### src/rtl/shift_pkg.sv
// Shared types for the iterative log shifter: operation and FSM state encodings.
package shift_pkg;

  typedef enum logic [1:0] {
    SH_SLL = 2'b00,
    SH_SRL = 2'b01,
    SH_SRA = 2'b10,
    SH_ROR = 2'b11
  } shift_op_t;

  typedef enum logic [1:0] {
    ST_IDLE = 2'b00,
    ST_RUN  = 2'b01,
    ST_DONE = 2'b10
  } shift_state_t;

  function automatic int unsigned ceil_div(input int unsigned a, input int unsigned b);
    return (a + b - 1) / b;
  endfunction

endpackage

### src/rtl/shift_stage.sv
// One combinational log-shifter stage: shifts by DIST when en is set.
// Rotate support is built only when ITER_SHIFT_ROTATE_EN is defined.
module shift_stage
  import shift_pkg::*;
#(
  parameter int unsigned WIDTH = 32,
  parameter int unsigned DIST  = 1
) (
  input  logic [WIDTH-1:0] data,
  input  logic             en,
  input  shift_op_t        op,
  input  logic             fill,
  output logic [WIDTH-1:0] result
);

  always_comb begin
    result = data;
    if (en) begin
      case (op)
        SH_SLL:         result = data << DIST;
        // fill is 0 for SRL, latched sign for SRA
        SH_SRL, SH_SRA: result = (data >> DIST) | ({WIDTH{fill}} << (WIDTH - DIST));
`ifdef ITER_SHIFT_ROTATE_EN
        SH_ROR:         result = (data >> DIST) | (data << (WIDTH - DIST));
`else
        SH_ROR:         result = data;
`endif
        default:        result = data;
      endcase
    end
  end

endmodule

### src/rtl/iter_shift_unit.sv
// Multi-cycle logarithmic shifter resolving STEP stages per cycle with valid/ready on both sides.
// Optional rotate (op 11) when ITER_SHIFT_ROTATE_EN is defined; otherwise op 11 passes through.
module iter_shift_unit
  import shift_pkg::*;
#(
  parameter int unsigned WIDTH = 32,
  parameter int unsigned STEP  = 1
) (
  input  logic                     clk,
  input  logic                     rst,
  input  logic                     req_valid,
  output logic                     req_ready,
  input  logic [1:0]               req_op,
  input  logic [WIDTH-1:0]         req_data,
  input  logic [$clog2(WIDTH)-1:0] req_amt,
  output logic                     resp_valid,
  input  logic                     resp_ready,
  output logic [WIDTH-1:0]         resp_data
);

  localparam int unsigned NSTG = $clog2(WIDTH);
  localparam int unsigned NCYC = ceil_div(NSTG, STEP);
  localparam int unsigned CW   = (NCYC > 1) ? $clog2(NCYC) : 1;

  shift_state_t     state_q, state_d;
  logic [CW-1:0]    cnt_q, cnt_d;
  logic [WIDTH-1:0] data_q, data_d;
  shift_op_t        op_q, op_d;
  logic [NSTG-1:0]  amt_q, amt_d;
  logic             fill_q, fill_d;
  logic [WIDTH-1:0] resp_data_q, resp_data_d;

  logic [NSTG:0][WIDTH-1:0] stg;

  assign stg[0] = data_q;

  // Every stage sits in the chain; only those in this cycle's window may shift.
  for (genvar i = 0; i < NSTG; i++) begin : g_stage
    localparam int unsigned CYC = i / STEP;
    logic en;
    assign en = amt_q[i] && (cnt_q == CW'(CYC));
    shift_stage #(
      .WIDTH(WIDTH),
      .DIST (1 << i)
    ) u_stage (
      .data  (stg[i]),
      .en    (en),
      .op    (op_q),
      .fill  (fill_q),
      .result(stg[i+1])
    );
  end

  always_comb begin
    state_d     = state_q;
    cnt_d       = cnt_q;
    data_d      = data_q;
    op_d        = op_q;
    amt_d       = amt_q;
    fill_d      = fill_q;
    resp_data_d = resp_data_q;
    case (state_q)
      ST_IDLE: begin
        if (req_valid) begin
          data_d  = req_data;
          op_d    = shift_op_t'(req_op);
          amt_d   = req_amt;
          fill_d  = (shift_op_t'(req_op) == SH_SRA) ? req_data[WIDTH-1] : 1'b0;
          cnt_d   = '0;
          state_d = ST_RUN;
        end
      end
      ST_RUN: begin
        data_d = stg[NSTG];
        if (cnt_q == CW'(NCYC - 1)) begin
          resp_data_d = stg[NSTG];
          cnt_d       = '0;
          state_d     = ST_DONE;
        end else begin
          cnt_d = cnt_q + 1'b1;
        end
      end
      ST_DONE: begin
        if (resp_ready) state_d = ST_IDLE;
      end
      default: state_d = ST_IDLE;
    endcase
  end

  always_ff @(posedge clk or posedge rst) begin
    if (rst) begin
      state_q     <= ST_IDLE;
      cnt_q       <= '0;
      data_q      <= '0;
      op_q        <= SH_SLL;
      amt_q       <= '0;
      fill_q      <= 1'b0;
      resp_data_q <= '0;
    end else begin
      state_q     <= state_d;
      cnt_q       <= cnt_d;
      data_q      <= data_d;
      op_q        <= op_d;
      amt_q       <= amt_d;
      fill_q      <= fill_d;
      resp_data_q <= resp_data_d;
    end
  end

  // Gated by rst so no request is offered while the unit is held in reset.
  assign req_ready  = (state_q == ST_IDLE) && !rst;
  assign resp_valid = (state_q == ST_DONE);
  assign resp_data  = resp_data_q;

endmodule
### config.mk
export PLATFORM = sky130hd
export DESIGN_NAME = iter_shift_unit
export DESIGN_NICKNAME = d
export VERILOG_FILES = /design/src/rtl/shift_pkg.sv /design/src/rtl/shift_stage.sv /design/src/rtl/iter_shift_unit.sv
export SDC_FILE = /design/constraint.sdc
export NUM_CORES = 1
export LEC_CHECK = 0
export ABC_AREA = 1
export ABC_CLOCK_PERIOD_IN_PS = 3340
export BUFFER_PORTS_ARGS = -buffer_cell sky130_fd_sc_hd__buf_2
export CAP_MARGIN = 20
export CORE_ASPECT_RATIO = 1.4
export CORE_MARGIN = 3
export CORE_UTILIZATION = 62
export DETAILED_ROUTE_END_ITERATION = 8
export GPL_TIMING_DRIVEN = 0
export PLACE_DENSITY = 0.83
export SLEW_MARGIN = 30
export SYNTH_ARGS = -nofsm -noshare
export SYNTH_HDL_FRONTEND = slang
export SYNTH_HIERARCHICAL = 1
export SYNTH_SLANG_ARGS = --single-unit
export TNS_END_PERCENT = 20
### constraint.sdc
create_clock -name clk -period 3.34 [get_ports clk]
set_input_delay 0.167 -clock clk [delete_from_list [all_inputs] [get_ports clk]]
set_output_delay 0.167 -clock clk [all_outputs]
set_load 0.01 [all_outputs]
==> impl_results.md, run 1 <==
* CP max stage cell: dfrtp_1
* Final WS setup at -33.6 ps
* Gpl congestion at 1.01
* WS Path Type: flip-flop to flip-flop
* Clk_lat worst skew at 340 ps
* Final Cycle Share at 1.01
* # DRC at 0
* Top cells by count, synth: nand2_1, nor2_1, inv_1
* Final nets at roughly 1700
* Input/output buffers at 75
* Row count at 48
* Total number of vias at 10419
* Grt total ovfl at 0
* Startpoint Class: flip-flop
* Critical Path Source: cnt_q[1]$_DFFE_PP0P_
* Hold Startpoint: resp_ready
* TritonCTS Buffers at 9
* Num ports at 77
* VDD IR-drop max at between 0.7 and 0.8 mV
* F_max at 296 MHz
* Status: finished, violations left
* Root Buffer: clkbuf_16
* First drt pass iteration count at 6
* Worst Setup End Kind: flip-flop
* Max Buffers Root-to-Sink at 2
* Final hold vios at 0
* Asr flop ratio synth at 1.00
* Main synth FF type: dfrtp_1
* CP top delay family: simple AND/OR/NAND/NOR gates
* Hold WS at 13.3 ps
* Post-Route WL at 30.9 mm
* Worst-Margin Slew at 602 ps
* CTS Sinks at 77
* Die area at approximately 15000 um2
* Drt initial violations at approximately 1000
* Failing checks: setup timing
* Max Cap Viol at 0
* Vias in the first global route at just over 9000
* Cell count after synthesis at 1565
* Worst-path fanout max at 5
* Initial antenna violation count at 0
* Share of cells above drive strength 1 at 0.219
* Number of synthesized register bits at 77
* Clock Skew at 7.09 ps
* Final Max Tran Viols at 0
* Minimum clock period at around 3400 ps
* Worst Path Required at 3610 ps
* Syn Nets at 1623
* Routed vias/inst at around 5.7
* Relative slew slack at 0.599
* Buf/Inv on CP at 5
* Global-route wire length before repair at around 45 mm
* Core area at 12600 um2
* Hold Path Class: input port to flip-flop
* Netlist Area Pre-Place at 8150 um2
* Reg area at approximately 1900 um2
* Die W at 103 um
* EDFF count, synth at 0
* Area occupied by multi-input gates at 5560 um2
* Final Non-Filler Cells at 1842
* Unique masters post-synth at 25
* Sequential-to-total area share from yosys stat at 0.236
* Synth Area per Inst at 5.21 um2
* Clock transition at path regs at 60 ps
* CTS tree: yes
* RSZ-0062 raised after global routing: true
* Most numerous cell in the Yosys netlist: nand2_1
* Die H at 142 um
* Average wire per standard cell at 16.8 um
* ANT cells at 0
* Antenna viol nets, final at 0
* Synth Warn # at 6
* Largest net degree at the start of global routing at 42
* H-tree levels at 3
* Layout fillers at 1069
* Lkg Pwr at 5.54 nW
* Pwr per Cell Area at 1170 nW/um2
* Reg-to-Reg Start: cnt_q[1]$_DFFE_PP0P_
* Slowest stage delay, CP at 390 ps
* Initial Util at 0.646
* Dpl hpwl at 22.3 mm
* Area leader, netlist: nand2_1
* Largest cells by area after synthesis: nand2_1, dfrtp_1, nor2_1
* Tot GR Track Use at 0.404
* Area growth syn-to-layout at 20.6%
* Final setup fails at 3
* Worst Path Arrival at 3650 ps
* Cell total after placement at about 1800
* Yosys top cell area share at 0.345
area by class of cell:
class | count | share of cell area
timing repair buffer | 111 | 0.0698
clock buffer | 11 | 0.0237
clock inverter | 5 | 0.00853
inverter | 147 | 0.0567
sequential | 77 | 0.196
buffer | 82 | 0.0597
multi-input combinational | 1259 | 0.566
tap | 150 | 0.0191
cells in the final DEF, fill, tap and decap left out:
cell and instances:
a21oi_1 11, a21oi_2 5, buf_12 2, buf_2 111, buf_4 48, buf_6 15, buf_8 2, bufinv_16 2
clkbuf_1 11, clkbuf_16 10, clkbuf_4 1, clkbuf_8 3, clkinvlp_4 2, dfrtp_1 75, dfrtp_2 2, dlygate4sd3_1 1
ha_1 13, ha_2 1, ha_4 1, inv_1 135, inv_2 10, inv_4 2, inv_6 1, nand2_1 644
nand2_2 106, nand2_4 6, nand3_1 122, nand3_2 9, nand4_1 1, nor2_1 302, nor2_2 25, nor2_4 5
nor2_8 1, nor3_1 1, o21ai_0 4, o21ai_2 1, o31ai_1 1
layer usage:
layer  GRT usage  vias to the layer above  wire, um
met3      0.0625                      193      2860
met1       0.469                     4638     10900
met4       0.295                        0      2860
met5           0                        -         0
li1            -                     4896         -
met2       0.659                      692     14300
state kept, by name (all words and copies together) (netlist names):
register,flops
amt_q,5
cnt_q,3
data_q,32
fill_q,1
op_q,2
resp_data,32
state_q,2
path summary, 6_finish.rpt:
| kind | endpoint | slack (ps) | depth (start not counted) |
|---|---|---|---|
| min | state_q[1]$_DFFE_PP0P_ | 10 | 2 |
| max | data_q[30]$_DFFE_PP0P_ | -30 | 30 |
| min in group asynchronous | resp_data[3]$_DFFE_PP0P_ | 430 | 3 |
| max in group asynchronous | op_q[0]$_DFFE_PP0P_ | 2330 | 4 |
| max reg2reg | data_q[30]$_DFFE_PP0P_ | -30 | 30 |
| min reg2reg | resp_data[10]$_DFFE_PP0P_ | 470 | 2 |
through the flow:
stage	total power (W)	TNS [ps]	worst slack (ps)	area, um2	util
floorplan	0.00670	0	572	8150	-
global placement	0.00870	-5500	-314	8710	0.691
detailed placement	0.00883	-9280	-389	8730	0.693
CTS	0.0101	0	15.1	9210	0.730
global route	0.0122	-3260	-192	9830	0.779
finish	0.0115	-74.6	-33.6	9830	0.779
cell families after synthesis:
kind of cell / after synthesis / share of synthesized area
buf+inv: 229 / 0.135
compound gates: 22 / 0.0143
flops: 77 / 0.236
fa+ha+maj: 15 / 0.0230
simple gates: 1222 / 0.591
power breakdown:
part / internal, W / total, W / switching (W)
Clock: 0.000657 / 0.00105 / 0.000388
Sequential: 0.00135 / 0.00174 / 0.000395
Combinational: 0.00279 / 0.00866 / 0.00587
Total: 0.00480 / 0.0115 / 0.00666
timing repair:
item | in CTS | in global routing
gates cloned | 0 | 1
pin swaps | 10 | 160
hold buffers | 1 | 0
setup buffers | 10 | 23
endpoints found under the hold margin | 36 | 0
setup endpoints to repair | 64 | 63
resized for setup | 24 | 154
(Power assumes the default switching activity.)
==> run 2, diff against run 1 <==
- SETUP_SLACK_MARGIN: unset -> 0.2
==> run 2 against run 1 <==
Effect of this change: the run still ends with setup timing left; critical endpoint is now data_q[19]$_DFFE_PP0P_; worst setup slack worse by 110 ps; clock power about the same; sequential cell count unchanged; die area unchanged; largest power group unchanged; critical path depth up 1; design area up 6.1%.
==> impl_results.md, run 2 (synthesized netlist as in run 1, its figures left out) <==
* Die area at 14600 um2 (unchanged)
* R2R Setup Slk at -140 ps (-110 ps)
* Failing checks: setup timing
* Final setup fails at 22 (+19)
* Reg-to-Reg Start: cnt_q[0]$_DFFE_PP0P_
* Area growth syn-to-layout at 28.0%
* Initial antenna violation count at 0 (unchanged)
* Final hold vios at 0 (unchanged)
* Relative slew slack at 0.541 (-0.0579)
* Tot GR Track Use at 0.418 (+0.0144)
* Dpl hpwl at 22.3 mm (unchanged)
* Vias in the first global route at 9465 (+3.9%)
* Final Cycle Share at 1.04 (+0.0325)
* RSZ-0062 raised after global routing: true
* Input/output buffers at 75 (unchanged)
* Die H at 142 um (unchanged)
* FF-to-FF End: data_q[19]$_DFFE_PP0P_
* CP max stage cell: dfrtp_1
* Placed cell area at 8730 um2 (unchanged)
* Drt initial violations at 1286 (+23%)
* Initial Util at 0.646 (unchanged)
* Total number of vias at 10989 (+5.5%)
* Lkg Pwr at 5.72 nW (+3.2%)
* Num ports at 77 (unchanged)
* Worst Setup End Kind: flip-flop
* Root Buffer: clkbuf_16
* Most used cell, CP: nand2_2
* Commonest non-fill, non-tap cell in the layout: nand2_1
* Worst-Margin Slew at 689 ps (+87.0 ps)
* TritonCTS Buffers at 9 (unchanged)
* Worst Path Required at 3550 ps (-60 ps)
* Core Util, Final at 0.827 (+0.0478)
* Cell total after placement at 1791 (unchanged)
* Max Cap Viol at 0 (unchanged)
* Buf/Inv on CP at 6 (+1)
* Final Non-Filler Cells at 1866 (+1.3%)
* Hold Path Class: input port to flip-flop
* Global-route wire length before repair at 47.1 mm (+3.7%)
* Critical path depth in cells at 31 (+3.3%)
* Post-Route WL at 34.2 mm (+10%)
* H-tree levels at 3 (unchanged)
* Largest net degree at the start of global routing at 42 (unchanged)
* Combinational power share at 0.774 (+0.017)
* Status: finished, violations left
* Core area at 12600 um2 (unchanged)
* F_max at 287 MHz (-3.1%)
* Minimum clock period at 3480 ps (+109 ps)
* Clk_lat worst skew at 340 ps (about the same)
* Row count at 48 (unchanged)
* WS Path Type: flip-flop to flip-flop
* Worst Path Arrival at 3700 ps (+50 ps)
* First drt pass iteration count at 9 (+3)
* Clk pwr share at 0.084 (-0.007)
* CTS Sinks at 77 (unchanged)
* Worst-path fanout max at 8 (+3)
* # DRC at 0 (unchanged)
* Hold Startpoint: resp_ready
* Antenna viol nets, final at 0 (unchanged)
* Gpl congestion at 1.01 (unchanged)
* Share of cells above drive strength 1 at 0.286 (+0.0663)
* Hold Path End: state_q[1]$_DFFE_PP0P_
* Startpoint Class: flip-flop
* ANT cells at 0 (unchanged)
* Average wire per standard cell at 18.3 um (+9.1%)
* CTS tree: yes
* Hold WS at 45.0 ps (+31.7 ps)
* Net Sw Power at 0.00729 W (+9.5%)
* Clock Skew at 9.06 ps (+1.97 ps)
* Worst Reg-to-Reg Cells at 31 (+3.3%)
* Max Buffers Root-to-Sink at 2 (unchanged)
* Routed vias/inst at 5.89 (+4.1%)
* Hold path cells at 2 (unchanged)
* Die W at 103 um (unchanged)
* Critical Path Source: cnt_q[0]$_DFFE_PP0P_
* Pwr per Cell Area at 1200 nW/um2 (+3.3%)
* Layout fillers at 931 (-13%)
* Slowest stage delay, CP at 420 ps (+30 ps)
* VDD IR-drop max at 0.760 mV (+5.0%)
* Commonest cells after routing, fill and taps aside: nand2_1, nor2_1, nand2_2, inv_1, buf_2
* Grt total ovfl at 0 (unchanged)
* Flop pwr share at 0.141 (-0.011)
* Clock transition at path regs at 60 ps (about the same)
* CP top delay family: simple AND/OR/NAND/NOR gates
* Final WS setup at -142 ps (-109 ps)
* Final Instance Area at 10400 um2 (+6.1%)
* Internal Power at 0.00527 W (+9.9%)
* Switching share of power at 0.580 (-0.000820)
* Final Max Tran Viols at 0 (unchanged)
* Final nets at 1769 (+1.4%)
* Setup TNS at -1370 ps (-1300 ps)
## run 2: power by group through the flow
stage          clock, W  sequential, W  combinational (W)
3_5_place_dp          0        0.00175            0.00707
5_1_grt         0.00110        0.00181             0.0103
3_3_place_gp          0        0.00174            0.00697
4_1_cts         0.00105        0.00171            0.00779
6_report        0.00106        0.00177            0.00972
2_1_floorplan         0        0.00170            0.00500
## run 2: through the flow
stage	worst slack (ps)	power (W)
after floorplan	572	0.00670
after global placement	-314	0.00870
after global routing	-300	0.0132
after CTS	106	0.0105
final	-142	0.0126
after detailed placement	-389	0.00883
## run 2: cell type report
type	instances	area, um2	area share
plain buffers	82	618	0.0593
clock buffers	11	233	0.0223
clock inverters	5	83.8	0.00804
inverters	147	557	0.0534
multi-input cells	1259	5890	0.565
flip-flops and latches	77	1930	0.185
well taps	150	188	0.0180
repair buffers	135	927	0.0889
## run 2: what timing repair did
action                                  CTS  global route
endpoints found under the setup margin   64            64
gates resized for setup                  91           205
buffers inserted                         21            32
pin swaps                                68           226
endpoints found under the hold margin    36             0
hold buffers                              1             0
gates cloned                              2             3
## run 2: worst max path at each step
stage	endpoint	slack, ps
finish	data_q[19]$_DFFE_PP0P_	-140
global route	data_q[19]$_DFFE_PP0P_	-300
CTS	data_q[29]$_DFFE_PP0P_	110
detailed placement	data_q[29]$_DFFE_PP0P_	-390
global placement	data_q[29]$_DFFE_PP0P_	-310
floorplan	data_q[30]$_DFFE_PP0P_	570
## run 2: layer usage
layer / GRT usage / vias to the layer above / wire length, um
met2: 0.675 / 836 / 15400
met1: 0.481 / 4917 / 11500
li1: - / 4949 / -
met5: 0 / - / 0
met3: 0.0723 / 287 / 3600
met4: 0.321 / 0 / 3620
## run 2: worst register-to-register path: cells and delay by family, from the launching register on
family        cells  cell delay (ps)
fa+ha+maj         1              170
simple gates     24             2040
buf+inv           6              710
flops             1              420
